## src/rtl/shift_reg_ctrl.sv

```systemverilog
// Sequencer for an external parallel-load / serial-out shift register.
// Words arrive over valid/ready into a one-entry buffer and leave MSB-first on sout.
module shift_reg_ctrl #(
    parameter int WIDTH = 8,
    parameter int GAP   = 0
) (
    input  logic             clk,
    input  logic             reset,
    input  logic             enable,
    input  logic [WIDTH-1:0] in_data,
    input  logic             in_valid,
    output logic             in_ready,
    output logic             carga,
    output logic             shift,
    output logic [WIDTH-1:0] cargaData,
    output logic             bit_valid,
    output logic             bit_last,
    output logic             busy,
    output logic [1:0]       dbg_state
);
    localparam int CW = (WIDTH > 1) ? $clog2(WIDTH) : 1;
    localparam logic [CW-1:0] LAST_BIT = CW'(WIDTH - 1);
    localparam logic [3:0] GAP_LOAD = (GAP > 0) ? 4'(GAP - 1) : 4'd0;

    typedef enum logic [1:0] {
        S_IDLE  = 2'd0,
        S_LOAD  = 2'd1,
        S_SHIFT = 2'd2,
        S_GAP   = 2'd3
    } state_e;

    state_e           state_q, state_d;
    logic [WIDTH-1:0] buf_q, buf_d;
    logic             buf_full_q, buf_full_d;
    logic [CW-1:0]    bit_cnt_q, bit_cnt_d;
    logic [3:0]       gap_cnt_q, gap_cnt_d;
    logic             start_ok;
    logic             accept;

    // Handshake: a word transfers on a rising edge where in_valid && in_ready;
    // in_ready depends only on the buffer flop, never on in_valid.
    assign in_ready  = ~buf_full_q;
    assign cargaData = buf_q;
    assign busy      = (state_q != S_IDLE) || buf_full_q;
    assign dbg_state = state_q;

    always_comb begin
        state_d    = state_q;
        buf_d      = buf_q;
        buf_full_d = buf_full_q;
        bit_cnt_d  = bit_cnt_q;
        gap_cnt_d  = gap_cnt_q;
        carga      = 1'b0;
        shift      = 1'b0;
        bit_valid  = 1'b0;
        bit_last   = 1'b0;
        start_ok   = buf_full_q && enable;
        accept     = in_valid && !buf_full_q;

        if (accept) begin
            buf_d      = in_data;
            buf_full_d = 1'b1;
        end

        case (state_q)
            S_IDLE: begin
                if (start_ok) state_d = S_LOAD;
            end
            S_LOAD: begin
                carga      = 1'b1;
                buf_full_d = 1'b0;
                bit_cnt_d  = '0;
                state_d    = S_SHIFT;
            end
            S_SHIFT: begin
                bit_valid = 1'b1;
                if (bit_cnt_q != LAST_BIT) begin
                    shift     = 1'b1;
                    bit_cnt_d = bit_cnt_q + 1'b1;
                end else begin
                    bit_last = 1'b1;
                    // Reloading on the LSB cycle keeps the serial stream gap-free.
                    if (GAP == 0 && start_ok) begin
                        carga      = 1'b1;
                        buf_full_d = 1'b0;
                        bit_cnt_d  = '0;
                    end else if (GAP > 0) begin
                        gap_cnt_d = GAP_LOAD;
                        state_d   = S_GAP;
                    end else begin
                        state_d = S_IDLE;
                    end
                end
            end
            S_GAP: begin
                if (gap_cnt_q == 4'd0) begin
                    state_d = start_ok ? S_LOAD : S_IDLE;
                end else begin
                    gap_cnt_d = gap_cnt_q - 1'b1;
                end
            end
            default: state_d = S_IDLE;
        endcase
    end

    always_ff @(posedge clk or negedge reset) begin
        if (!reset) begin
            state_q    <= S_IDLE;
            buf_q      <= '0;
            buf_full_q <= 1'b0;
            bit_cnt_q  <= '0;
            gap_cnt_q  <= 4'd0;
        end else begin
            state_q    <= state_d;
            buf_q      <= buf_d;
            buf_full_q <= buf_full_d;
            bit_cnt_q  <= bit_cnt_d;
            gap_cnt_q  <= gap_cnt_d;
        end
    end
endmodule

```

## config.mk

```make
export PLATFORM = sky130hd
export DESIGN_NAME = shift_reg_ctrl
export DESIGN_NICKNAME = d
export VERILOG_FILES = /design/src/rtl/shift_reg_ctrl.sv
export SDC_FILE = /design/constraint.sdc
export NUM_CORES = 1
export LEC_CHECK = 0
export CAP_MARGIN = 25
export CELL_PAD_IN_SITES_DETAIL_PLACEMENT = 0
export CELL_PAD_IN_SITES_GLOBAL_PLACEMENT = 1
export CORE_ASPECT_RATIO = 1.75
export CORE_UTILIZATION = 35
export DETAILED_ROUTE_END_ITERATION = 7
export HOLD_SLACK_MARGIN = 0.15
export PLACE_DENSITY_LB_ADDON = 0.1
export SLEW_MARGIN = 20
export SYNTH_ARGS = -nofsm -noshare
export SYNTH_HDL_FRONTEND = slang
export SYNTH_SLANG_ARGS = --single-unit
```

## constraint.sdc

```tcl
create_clock -name clk -period 2.6 [get_ports clk]
set_input_delay 0.65 -clock clk [delete_from_list [all_inputs] [get_ports clk]]
set_output_delay 0.65 -clock clk [all_outputs]
set_load 0.05 [all_outputs]
```

==> run_results.csv, run 1 <==
group,metric,value,unit
final_layout,mostFrequentLayoutCells,"22 x clkdlybuf4s50_1, 18 x dfrtp_1, 11 x mux2_2",
floorplan,core_area,0.00252,mm^2
sta,maxSlewHeadroom,65.4,%
yosys,seq_area_frac_synth,48.1,%
final_layout,fillers,233,
clock_tree,htreeDepth,1,
sta,finClkSkew,1.03,ps
floorplan,rows,24,
critical_path,crit_path_end_kind,"output pin",
floorplan,die_width,41.1,um
global_routing,grt_overflow,0,
floorplan,die_h,70.5,um
yosys,netlist_area,937,um^2
status,outcome,"complete, no violations",
clock_tree,cts-root-buf,"clkbuf_8",
routing,wl,1820,um
routing,via_per_inst,5.01,
critical_path,setup.worst_path.class,"reg2out",
pwr,power_switching,0.000802,W
routing,first_iter_violations,12,
yosys,yosys_warnings,0,
routing,drc,0,
clock_tree,clk_path_buf_depth,2,
global_routing,grt_max_degree,19,
placement,hpwl,1410,um
routing,drtPass1Iterations,4,
floorplan,die_area,0.00290,mm^2
final_layout,diodes,0,
sta,maxSlewViolCount,0,
sta,fin_ws,256,ps
min_path,hp-class,"reg2reg",
clock_tree,insertion_delay,250,ps
yosys,synth.avg_cell_area,11.9,um^2
clock_tree,cts_made_buffers,3,
sta,rsz0062_at_grt,"false",
sta,setup_viol,0,
placement,detailedPlace.worstSlack,248,ps
pwr,irDropWorstVdd,586,uV
critical_path,cp_data_required_time,1950,ps
global_routing,grt_pass1_vias,705,
critical_path,cp-start-kind,"flip-flop",
placement,gp_congestion,0.640,
sta,worstMarginPinSlew,517,ps
clock_tree,tritoncts,"built",
sta,fin_crit,2340,ps
final_layout,fin_nets,132,
global_routing,antenna_found_initial,0,
yosys,ys_types,24,
routing,post_drt_wl_per_cell,13.4,um
floorplan,io_pins,28,
sta,hold_violations,0,
placement,port_buffers,27,
pwr,sw_frac_of_total,45.9,%
placement,dp.cells,132,
routing,ant_nets,0,
sta,whs,505,ps
global_routing,grt_pass1_wl,3100,um
final_layout,layout_commonest_cell,"clkdlybuf4s50_1",
pwr,p_clk_share,12.8,%
sta,max_freq,427,MHz
clock_tree,clkSinkCount,18,
pwr,power.share.sequential,26.5,%
final_layout,areaGrowthSynthToFinish,43.8,%
pwr,combPwrFrac,60.8,%
yosys,synth_nets,100,
yosys,syn_inst,79,
pwr,leakage,0.615,nW
critical_path,crit_fanout,4,
final_layout,drive_above_1_share,24.5,%
pwr,p_int,0.000946,W
final_layout,instances_no_fill,136,
flow_run,max_cap_violations,0,
sta,fin_crit_sh,90.2,%
yosys,synth-seq-cells,18,
floorplan,initial_core_util,37.2,%
pwr,power,0.00175,W
clock_tree,clk_pin_slew_worst_paths,70,ps
routing,num_vias,681,
critical_path,cp.arrival,1690,ps
clock_tree,cts-hold-fix-buffers,0,
global_routing,track_usage,15.2,%
pwr,p_per_area,1300,mW/mm^2
-- sequential cells by signal, summed over array words and instances, names as in the netlist --
signal,cells
bit_cnt_q,3
cargaData,8
gap_cnt_q,4
buf_full_q,1
dbg_state,2
-- what timing repair did --
action                                  in CTS  in global routing
endpoints found under the hold margin        0                  0
gates resized for setup                      0                  1
endpoints found under the setup margin       0                  1
buffers inserted                             0                  0
-- synthesized netlist by cell type --
master	n	area, um^2
dfrtp_1	18	450
mux2_2	11	124
ha_1	9	113
nand2_1	6	22.5
inv_1	5	18.8
a22o_1	3	26.3
clkbuf_1	3	11.3
nor2_1	3	11.3
nor2b_1	3	18.8
mux2i_1	2	20.0
nand3_1	2	10.0
xnor2_1	2	17.5
a21bo_2	1	10.0
a21boi_0	1	7.51
a21oi_1	1	5.00
a222oi_1	1	10.0
a31oi_1	1	6.26
a41oi_1	1	8.76
and2_1	1	6.26
mux2_1	1	11.3
nor3_1	1	5.00
o21ai_0	1	5.00
or2b_1	1	7.51
or3b_4	1	11.3
-- power by group through the flow --
stage | Combinational (W) | Clock [W] | Sequential (W)
after CTS | 0.00108 | 0.000233 | 0.000465
after floorplan | 0.000460 | 0 | 0.000724
final | 0.00106 | 0.000223 | 0.000463
after detailed placement | 0.00107 | 0 | 0.000469
after global routing | 0.00113 | 0.000244 | 0.000484
after global placement | 0.00107 | 0 | 0.000464
-- cells by family (layout without fill, tap and decap cells) --
kind of cell | count (synthesis) | after routing | share of synthesized area (%)
flip-flops | 18 | 18 | 48.1
buffers and inverters | 8 | 39 | 3.20
AND/OR/NAND/NOR | 18 | 18 | 9.88
adder cells (fa/ha/maj) | 9 | 9 | 12.0
multiplexers | 14 | 14 | 16.6
XOR/XNOR | 2 | 2 | 1.87
AO/OA/AOI/OAI | 10 | 10 | 8.41
-- final cells by class --
cell class,instances,area [um^2],share of cell area (%)
repair buffers,30,323,24.0
clock buffers,4,55.1,4.09
well taps,26,32.5,2.41
flip-flops and latches,18,450,33.4
inverters,5,18.8,1.39
multi-input cells,53,468,34.7
-- critical path: stages, from the launching register on --
cell and delay (ps):
dfrtp_1 410, ha_1 240, ha_1 250, a41oi_1 320, nor2b_4 80, buf_12 150
-- stage by stage --
step / utilization, % / area, um^2 / setup TNS [ps]
6_report: 53.4 / 1350 / 0
5_1_grt: 53.4 / 1350 / 0
4_1_cts: 53.3 / 1350 / 0
3_5_place_dp: 51.1 / 1290 / 0
3_3_place_gp: 51.1 / 1290 / 0
2_1_floorplan: - / 948 / -211
-- per-layer routing --
metal | wire, um | global-route usage, %
met2 | 949 | 23.8
met3 | 103 | 2.22
met5 | 0 | 0
met4 | 21 | 7.53
met1 | 750 | 19.1
-- worst paths after layout --
path	depth (start not counted)	startpoint	endpoint	slack, ps
max	5	bit_cnt_q[0]$_DFFE_PN0P_	carga	260
min	1	gap_cnt_q[0]$_DFFE_PN0P_	gap_cnt_q[0]$_DFFE_PN0P_	510
max reg2reg	5	bit_cnt_q[0]$_DFFE_PN0P_	dbg_state[1]$_DFFE_PN0P_	660
min reg2reg	1	gap_cnt_q[0]$_DFFE_PN0P_	gap_cnt_q[0]$_DFFE_PN0P_	510
max in group asynchronous	2	reset	cargaData[6]$_DFFE_PN0P_	1680
min in group asynchronous	2	reset	gap_cnt_q[2]$_DFFE_PN0P_	730
Power figures use the tool's default switching activity.
==> inputs of run 2 (changes only) <==
REMOVE_ABC_BUFFERS = 1   (was unset)
SLEW_MARGIN = unset   (was 20)
==> run_results.csv, run 2 (same netlist as run 1, synthesis figures left out) <==
group,metric,value,unit
routing,post_drt_wl_per_cell,13.1,um
global_routing,track_usage,13.9,%
status,outcome,"complete, no violations",
final_layout,diodes,0,
clock_tree,cts-hold-fix-buffers,0,
sta,tns,0,ps
clock_tree,htreeDepth,1,
pwr,p_clk_share,11.2,%
sta,max_freq,415,MHz
floorplan,die_width,41.1,um
sta,worstMarginPinSlew,504,ps
global_routing,grt_max_degree,19,
routing,num_vias,658,
global_routing,antenna_found_initial,0,
critical_path,crit_fanout,6,
routing,drc,0,
sta,hold_violations,0,
global_routing,grt_overflow,0,
critical_path,crit_buf_inv,2,
floorplan,core_area,0.00252,mm^2
floorplan,initial_core_util,37.2,%
critical_path,crit_slowest_cell,"clkdlybuf4s50_1",
pwr,combPwrFrac,62.4,%
pwr,leakage,0.596,nW
routing,via_per_inst,4.87,
pwr,sw_frac_of_total,46.7,%
sta,fin_crit_sh,92.6,%
pwr,p_per_area,1300,mW/mm^2
final_layout,drive_above_1_share,22.0,%
clock_tree,post_cts_resize_count,0,
routing,route.met2.wl,943,um
routing,wirelength_met1,726,um
clock_tree,insertion_delay,250,ps
critical_path,r2r_cells,5,
final_layout,fin_nets,132,
critical_path,setup.worst_path.class,"in2out",
floorplan,die_h,70.5,um
min_path,hp-class,"reg2reg",
critical_path,cp_top_family,"buffers and inverters",
critical_path,path_cells,"clkdlybuf4s50_1 -> a41oi_1 -> nor2b_1 -> buf_12",
critical_path,crit_path_max_incr_delay,570,ps
critical_path,cp_data_required_time,1950,ps
sta,fin_ws,193,ps
routing,wl_met3,77,um
placement,port_buffers,27,
routing,top_layer_used,"met4",
sta,setup_viol,0,
floorplan,die_area,0.00290,mm^2
final_layout,layout_commonest_cell,"clkdlybuf4s50_1",
sta,maxSlewViolCount,0,
routing,first_iter_violations,8,
clock_tree,tritoncts,"built",
sta,rsz0062_at_grt,"false",
clock_tree,cts_made_buffers,3,
sta,finClkSkew,4.68,ps
flow_run,max_cap_violations,0,
floorplan,io_pins,28,
critical_path,crit_path_end_kind,"output pin",
pwr,power.share.sequential,26.4,%
min_path,hold_depth,1,
critical_path,cp-start-kind,"input pin",
clock_tree,clk_path_buf_depth,2,
clock_tree,cts-root-buf,"clkbuf_8",
placement,gp_congestion,0.698,
routing,drtPass1Iterations,4,
final_layout,fillers,242,
clock_tree,clk_pin_slew_worst_paths,70,ps
clock_tree,postCtsSetupBuffers,0,
routing,ant_nets,0,
sta,maxSlewHeadroom,66.3,%
pwr,power_switching,0.000795,W
placement,detailedPlace.worstSlack,201,ps
routing,wl,1770,um
placement,hpwl,1390,um
sta,fin_crit,2410,ps
critical_path,path_depth,4,
floorplan,rows,24,
clock_tree,clkSinkCount,18,
final_layout,areaGrowthSynthToFinish,39.3,%
pwr,p_int,0.000908,W
global_routing,grt_pass1_wl,2780,um
critical_path,cp.arrival,1760,ps
global_routing,grt_pass1_vias,668,
final_layout,largest_reg_flops,8,
pwr,irDropWorstVdd,591,uV
critical_path,rrSetupSlack,690,ps
final_layout,mostFrequentLayoutCells,"22 x clkdlybuf4s50_1, 18 x dfrtp_1, 11 x mux2_2",
## run 2: power groups by stage
stage / Sequential (W) / Clock (W) / Combinational (W)
finish: 0.000449 / 0.000190 / 0.00106
global route: 0.000472 / 0.000208 / 0.00113
CTS: 0.000454 / 0.000198 / 0.00108
detailed placement: 0.000459 / 0 / 0.00107
global placement: 0.000452 / 0 / 0.00107
floorplan: 0.000736 / 0 / 0.000419
## run 2: layer usage
metal | GRT usage, % | vias to the layer above
met3 | 1.90 | 2
met4 | 7.53 | 0
met1 | 15.3 | 309
met5 | 0 | -
li1 | - | 332
met2 | 23.4 | 15
## run 2: worst register-to-register path: stages (launching register included)
cell and delay (ps):
dfrtp_1 400, inv_1 70, ha_1 150, or3b_4 390, a222oi_1 430, mux2_1 360
## run 2: final cells by class
type,instances,area [um^2],area share [%]
clock buffer,3,41.3,3.16
inverter,5,18.8,1.44
multi-input combinational,53,457,35.0
sequential,18,450,34.5
tap,26,32.5,2.49
timing repair buffer,30,305,23.4
## run 2: metrics by stage
stage	std cells	utilization [%]	total power, W	hold WS [ps]	instance area (um^2)
floorplan	76	-	0.00116	354	926
global placement	132	50.1	0.00152	483	1260
detailed placement	132	50.1	0.00153	486	1260
CTS	135	51.7	0.00173	500	1310
global route	135	51.7	0.00181	516	1310
finish	135	51.7	0.00170	499	1310
## run 2: final timing paths
check / startpoint / end
worst max-delay path: enable / carga
worst min-delay path: gap_cnt_q[3]$_DFFE_PN0P_ / gap_cnt_q[3]$_DFFE_PN0P_
worst max register to register: gap_cnt_q[0]$_DFFE_PN0P_ / dbg_state[1]$_DFFE_PN0P_
worst min register to register: gap_cnt_q[3]$_DFFE_PN0P_ / gap_cnt_q[3]$_DFFE_PN0P_
max in group asynchronous: reset / cargaData[3]$_DFFE_PN0P_
min in group asynchronous: reset / gap_cnt_q[3]$_DFFE_PN0P_
